$ cat config.mk
export PLATFORM = sky130hd
export DESIGN_NAME = dmi_handler
export DESIGN_NICKNAME = d
export VERILOG_FILES = /design/src/rtl/dmi_handler.sv
export SDC_FILE = /design/constraint.sdc
export NUM_CORES = 1
export LEC_CHECK = 0
export BUFFER_PORTS_ARGS = -buffer_cell sky130_fd_sc_hd__buf_4
export CORE_ASPECT_RATIO = 1.2
export CORE_UTILIZATION = 46
export CTS_CLUSTER_DIAMETER = 50
export DETAILED_ROUTE_END_ITERATION = 10
export PLACE_DENSITY = 0.79
export SLEW_MARGIN = 20
export SYNTH_ARGS = -nofsm -noshare
export SYNTH_HDL_FRONTEND = slang
export SYNTH_SLANG_ARGS = --single-unit
$ cat constraint.sdc
create_clock -name CLK_I -period 2.39 [get_ports CLK_I]
set_clock_uncertainty 0.1 [all_clocks]
set_input_delay 0.239 -clock CLK_I [delete_from_list [all_inputs] [get_ports CLK_I]]
set_output_delay 0.239 -clock CLK_I [all_outputs]
set_load 0.005 [all_outputs]
$ cat src/rtl/dmi_handler.sv
// DMI handler: bridges the TAP DMI register to the debug module's
// request/response handshake, with timeout and dmihardreset abort.
module dmi_handler #(
  parameter  int ABITS          = 7,
  parameter  int TIMEOUT_CYCLES = 1000,
  localparam int REQW           = ABITS + 34
) (
  input  logic            CLK_I,
  input  logic            RST_I,
  input  logic            DMI_READ_I,
  input  logic            DMI_WRITE_I,
  input  logic [REQW-1:0] DMI_I,
  output logic [REQW-1:0] DMI_O,
  output logic            DMI_DONE_O,
  input  logic            DMI_HARD_RESET_I,
  output logic [1:0]      DMI_ERROR_O,
  output logic            DMI_REQ_VALID_O,
  input  logic            DMI_REQ_READY_I,
  output logic [REQW-1:0] DMI_REQ_O,
  input  logic            DMI_RESP_VALID_I,
  output logic            DMI_RESP_READY_O,
  input  logic [33:0]     DMI_RESP_I
);

  localparam int CW = $clog2(TIMEOUT_CYCLES + 1);
  localparam logic [CW-1:0] CNT_MAX  = CW'(TIMEOUT_CYCLES);
  localparam logic [CW-1:0] CNT_LAST = CW'(TIMEOUT_CYCLES - 1);

  localparam logic [1:0] OP_READ   = 2'd1;
  localparam logic [1:0] OP_WRITE  = 2'd2;
  localparam logic [1:0] RESP_BUSY = 2'd3;

  typedef struct packed {
    logic [ABITS-1:0] addr;
    logic [1:0]       op;
    logic [31:0]      data;
  } dmi_req_t;

  typedef struct packed {
    logic [31:0] data;
    logic [1:0]  resp;
  } dmi_resp_t;

  typedef enum logic [1:0] {S_IDLE, S_REQ, S_RESP, S_DONE} state_t;

  state_t    state_q, state_nxt;
  dmi_req_t  req_q, res_q;
  dmi_resp_t rsp_in;
  logic [1:0]    err_q;
  logic [CW-1:0] cnt_q;
  logic kill, to_hit, time_up;

  // The TAP op field is replaced by our own op encoding, so it is never read.
  logic unused_tap_op;
  assign unused_tap_op = ^DMI_I[33:32];

  assign rsp_in = dmi_resp_t'(DMI_RESP_I);

  // dmihardreset is treated exactly like the block reset
  assign kill = RST_I | DMI_HARD_RESET_I;

  // Timeout fires on the edge the counter would reach TIMEOUT_CYCLES; a
  // handshake completing in that same cycle wins.
  assign to_hit  = (cnt_q >= CNT_LAST);
  assign time_up = to_hit &&
                   (((state_q == S_REQ)  && !DMI_REQ_READY_I) ||
                    ((state_q == S_RESP) && !DMI_RESP_VALID_I));

  // State register
  always_ff @(posedge CLK_I) begin
    if (kill) state_q <= S_IDLE;
    else      state_q <= state_nxt;
  end

  // Next-state logic
  always_comb begin
    state_nxt = state_q;
    case (state_q)
      S_IDLE: if (DMI_WRITE_I || DMI_READ_I) state_nxt = S_REQ;
      S_REQ:  if (DMI_REQ_READY_I) state_nxt = S_RESP;
              else if (time_up)   state_nxt = S_DONE;
      S_RESP: if (DMI_RESP_VALID_I || time_up) state_nxt = S_DONE;
      S_DONE: if (!DMI_READ_I && !DMI_WRITE_I) state_nxt = S_IDLE;
      default: state_nxt = S_IDLE;
    endcase
  end

  // Moore outputs decoded from the registered state
  always_comb begin
    DMI_REQ_VALID_O  = (state_q == S_REQ);
    DMI_RESP_READY_O = (state_q == S_RESP);
    DMI_DONE_O       = (state_q == S_DONE);
  end

  // Request latch, timeout counter and result capture
  always_ff @(posedge CLK_I) begin
    if (kill) begin
      req_q <= '0;
      res_q <= '0;
      err_q <= '0;
      cnt_q <= '0;
    end else begin
      case (state_q)
        S_IDLE: begin
          cnt_q <= '0;
          if (DMI_WRITE_I)
            req_q <= '{addr: DMI_I[REQW-1:34], op: OP_WRITE, data: DMI_I[31:0]};
          else if (DMI_READ_I)
            req_q <= '{addr: DMI_I[REQW-1:34], op: OP_READ, data: 32'h0};
        end
        S_REQ, S_RESP: begin
          if (cnt_q < CNT_MAX) cnt_q <= cnt_q + 1'b1;
          if ((state_q == S_RESP) && DMI_RESP_VALID_I) begin
            res_q <= '{addr: req_q.addr, op: rsp_in.resp, data: rsp_in.data};
            err_q <= rsp_in.resp;
          end else if (time_up) begin
            res_q <= '{addr: req_q.addr, op: RESP_BUSY, data: 32'h0};
            err_q <= RESP_BUSY;
          end
        end
        default: ;
      endcase
    end
  end

  assign DMI_REQ_O   = req_q;
  assign DMI_O       = res_q;
  assign DMI_ERROR_O = err_q;

endmodule

==> summary.txt <==
Synthesis
  • Largest area contributor in the netlist: dfxtp_1
  • Async set-reset flop share out of synthesis: 0
  • Sequential share of the synthesized area: 0.518
  • Synth top area cells: dfxtp_1, a22o_1, a21oi_1
  • Mapped Cells: 394
  • Mapped Nets: 481
  • Synthesized area: 3630 sq um
  • Yosys warns: 0
  • Main synth FF type: dfxtp_1
  • FF+latch count, synth: 94
  • Synth top area share: 0.518
  • Post-synth cell types: 47
  • Syn avg cell area: just over 9 sq um
  • EDFF count, synth: 0

Detailed routing
  • DRT Wirelength: 9840 um
  • DRT iter0 DRCs: 128
  • DR DRC count: 0
  • Pre-antenna DRT Iters: 4
  • Routed wire per std cell: 14.7 um
  • Via density: 5.38
  • Vias: 3602
  • Final ANT Viol Nets: 0

Worst setup path
  • Cell Chain, Critical Path: inv_1 -> ha_2 -> or3b_2 -> a21o_1 -> nor3_1 -> a211o_1
  • CP max stage cell: or3b_2
  • Reg2reg start: state_q[1]
  • CP Class: reg2reg
  • Crit path largest cell delay: 0.51 ns
  • R2r setup slk: 0.18 ns
  • RR Endpoint: cnt_q[6]
  • CP Capture Point: cnt_q[6]
  • Startpoint types: register
  • Setup crit start: state_q[1]
  • Worst R2R Path Depth: 6
  • CP Capture Type: register
  • CP required: about 2.6 ns
  • Crit Path Max Fanout: 11
  • WP data arrival: 2.40 ns

Final layout
  • Ant. Diodes: 0
  • Area grow syn2layout: 47.8%
  • Fill cells: 621
  • Ratio of cells with drive above 1 in the final layout: 0.353
  • Final nets: ~660
  • Post-layout util: 0.701

Clocking
  • Num CTS Buffers: 9
  • CTS tree: built
  • CTS Buffer Depth: 2
  • Setup bufs post-CTS: 0
  • Clk slew on worst S/H paths: 0.09 ns
  • Clock Tree Root: clkbuf_8
  • Clk sinks: 94
  • Clk_lat worst skew: approximately 0.35 ns
  • Htree depth: 3

Place
  • GP Congestion: ~0.8
  • Detailed Place HPWL: 6780 um
  • Port-buffer cells: 166
  • Dpl ws: 0.140 ns

Die
  • Die H: 99.4 um
  • Die area: 8260 sq um
  • Starting Density: 0.474
  • Top Ports: 169
  • Die width: roughly 83 um
  • Placement row count: 35
  • Placeable Area: between 7000 and 8000 sq um

STA
  • Final hold viol count: 0
  • Max-slew violations: 0
  • Minimum clock period: 2.21 ns
  • Setup TNS: 0 ns
  • Tightest Pin Transition: around 0.44 ns
  • Slew headroom: 0.709
  • Final setup viols: 0
  • RSZ-0062 raised after global routing: no
  • Slack of the critical path: ~0.18 ns
  • Fin crit share: 0.924
  • Fmax: 453 MHz

Power and ir drop
  • Cell Pwr Density: 549 nW/um^2
  • Max rail drop VDD: approximately 0.00054 V
  • Pwr Total: 2950 uW
  • P_leak: 0.00237 uW

GRT
  • Antenna violations before repair: 0
  • Largest net degree at the start of global routing: 43
  • Total grt overflow: 0
  • Vias in the first global route: approximately 3500
  • First-pass GRT wire length: 15900 um
  • Total GRT Usage: 0.236

Flow run
  • Max Cap Violations: 0

Hold path
  • Hold Path Stages: 2
  • Worst min path class: in2reg

Outcome
  • Outcome: completed
[worst min-delay path by stage]
stage | slack [ns] | startpoint | end
finish | 0.02 | DMI_RESP_I[2] | DMI_O[0]
global route | 0.006 | DMI_RESP_I[18] | DMI_O[16]
CTS | 0.004 | DMI_RESP_I[26] | DMI_O[24]
detailed placement | 0.35 | DMI_REQ_O[3] | DMI_REQ_O[3]
global placement | 0.34 | DMI_REQ_O[8] | DMI_REQ_O[8]
floorplan | 0.26 | DMI_RESP_I[2] | DMI_O[0]
[flip-flops by register name, indices dropped and copies added, names as in the netlist]
name / count
state_q: 2
DMI_O: 41
DMI_REQ_O: 41
cnt_q: 10
[per-stage QoR]
step / std cells / cell area [sq um] / hold slack, ns
detailed placement: 628 / 4920 / 0.345
global route: 670 / 5370 / 0.00599
CTS: 670 / 5370 / 0.00410
global placement: 628 / 4920 / 0.338
finish: 670 / 5370 / 0.0215
floorplan: 394 / 3630 / 0.264
[critical path: cells and delay by family (launching register included)]
family / cells / cell delay, ns
and+or+nand+nor: 2 / 0.70
DFF: 1 / 0.42
buffers and inverters: 1 / 0.10
adders and majority gates: 1 / 0.47
AOI/OAI and AO/OA: 2 / 0.35
[Yosys cell counts (2+ instances only)]
cell	number
dfxtp_1	94
nand2_1	56
a21oi_1	52
nand3_1	45
a22o_1	33
clkbuf_1	22
o21ai_0	12
nor2_1	11
ha_1	5
nor3_1	5
buf_6	4
inv_1	4
nor2b_1	4
a21o_1	3
and3_1	3
buf_4	3
buf_1	2
mux2_2	2
mux2i_1	2
nand2b_1	2
nand4_1	2
o221a_2	2
o22ai_1	2
[cells by family (layout without fill, tap and decap cells)]
kind of cell	count (synthesis)	after routing	share of synthesized area
xor+xnor	2	2	0.00482
buf+inv	36	220	0.0489
simple gates	135	135	0.174
mux	4	4	0.0117
fa+ha+maj	5	5	0.0172
compound gates	118	118	0.226
flops	94	94	0.518
[repair_timing]
item / in CTS / in global routing
gates resized for setup: 0 / 1
hold endpoints to repair: 27 / 0
setup endpoints to repair: 0 / 2
hold buffers: 27 / 0
[cells in the final DEF (no fill, tap or decap), drive strengths merged, types with 2 or more instances in the layout]
| cell | netlist | layout |
|---|---|---|
| a211oi | 2 | 2 |
| nor2 | 11 | 11 |
| nand2b | 2 | 2 |
| dfxtp | 94 | 94 |
| a21oi | 52 | 52 |
| buf | 10 | 174 |
| clkbuf | 22 | 10 |
| a311oi | 2 | 2 |
| nand4 | 3 | 3 |
| nand2 | 56 | 56 |
| a22o | 33 | 33 |
| nor2b | 4 | 4 |
| o221a | 2 | 2 |
| ha | 5 | 5 |
| a21o | 3 | 3 |
| clkinv | 0 | 2 |
| dlygate4sd3 | 0 | 27 |
| o22ai | 2 | 2 |
| nor3 | 6 | 6 |
| o21ai | 13 | 13 |
| mux2 | 2 | 2 |
| and3 | 3 | 3 |
| clkinvlp | 0 | 3 |
| inv | 4 | 4 |
| mux2i | 2 | 2 |
| nand3 | 45 | 45 |
[power by group]
group          switching [uW]  leakage, uW  internal (uW)  total [uW]
registers                18.8     0.000761           1590        1610
clock network             539    0.0000804            401         940
logic                     188      0.00153            208         396
[layer usage]
| metal | up-vias | track usage | wire, um |
|---|---|---|---|
| met5 | - | 0 | 0 |
| met4 | 0 | 0.0849 | 150 |
| met3 | 12 | 0.0614 | 753 |
| met2 | 152 | 0.407 | 4780 |
| met1 | 1679 | 0.283 | 4150 |
| li1 | 1759 | - | - |
[layout make-up]
type,count,area [sq um],share of cell area
inverter,4,15.0,0.00280
timing repair buffer,201,1600,0.298
multi-input combinational,264,1580,0.295
clock inverter,5,36.3,0.00676
sequential,94,1880,0.350
tap,92,115,0.0214
clock buffer,10,138,0.0256
Note: power is estimated with default switching activity, not from simulation.
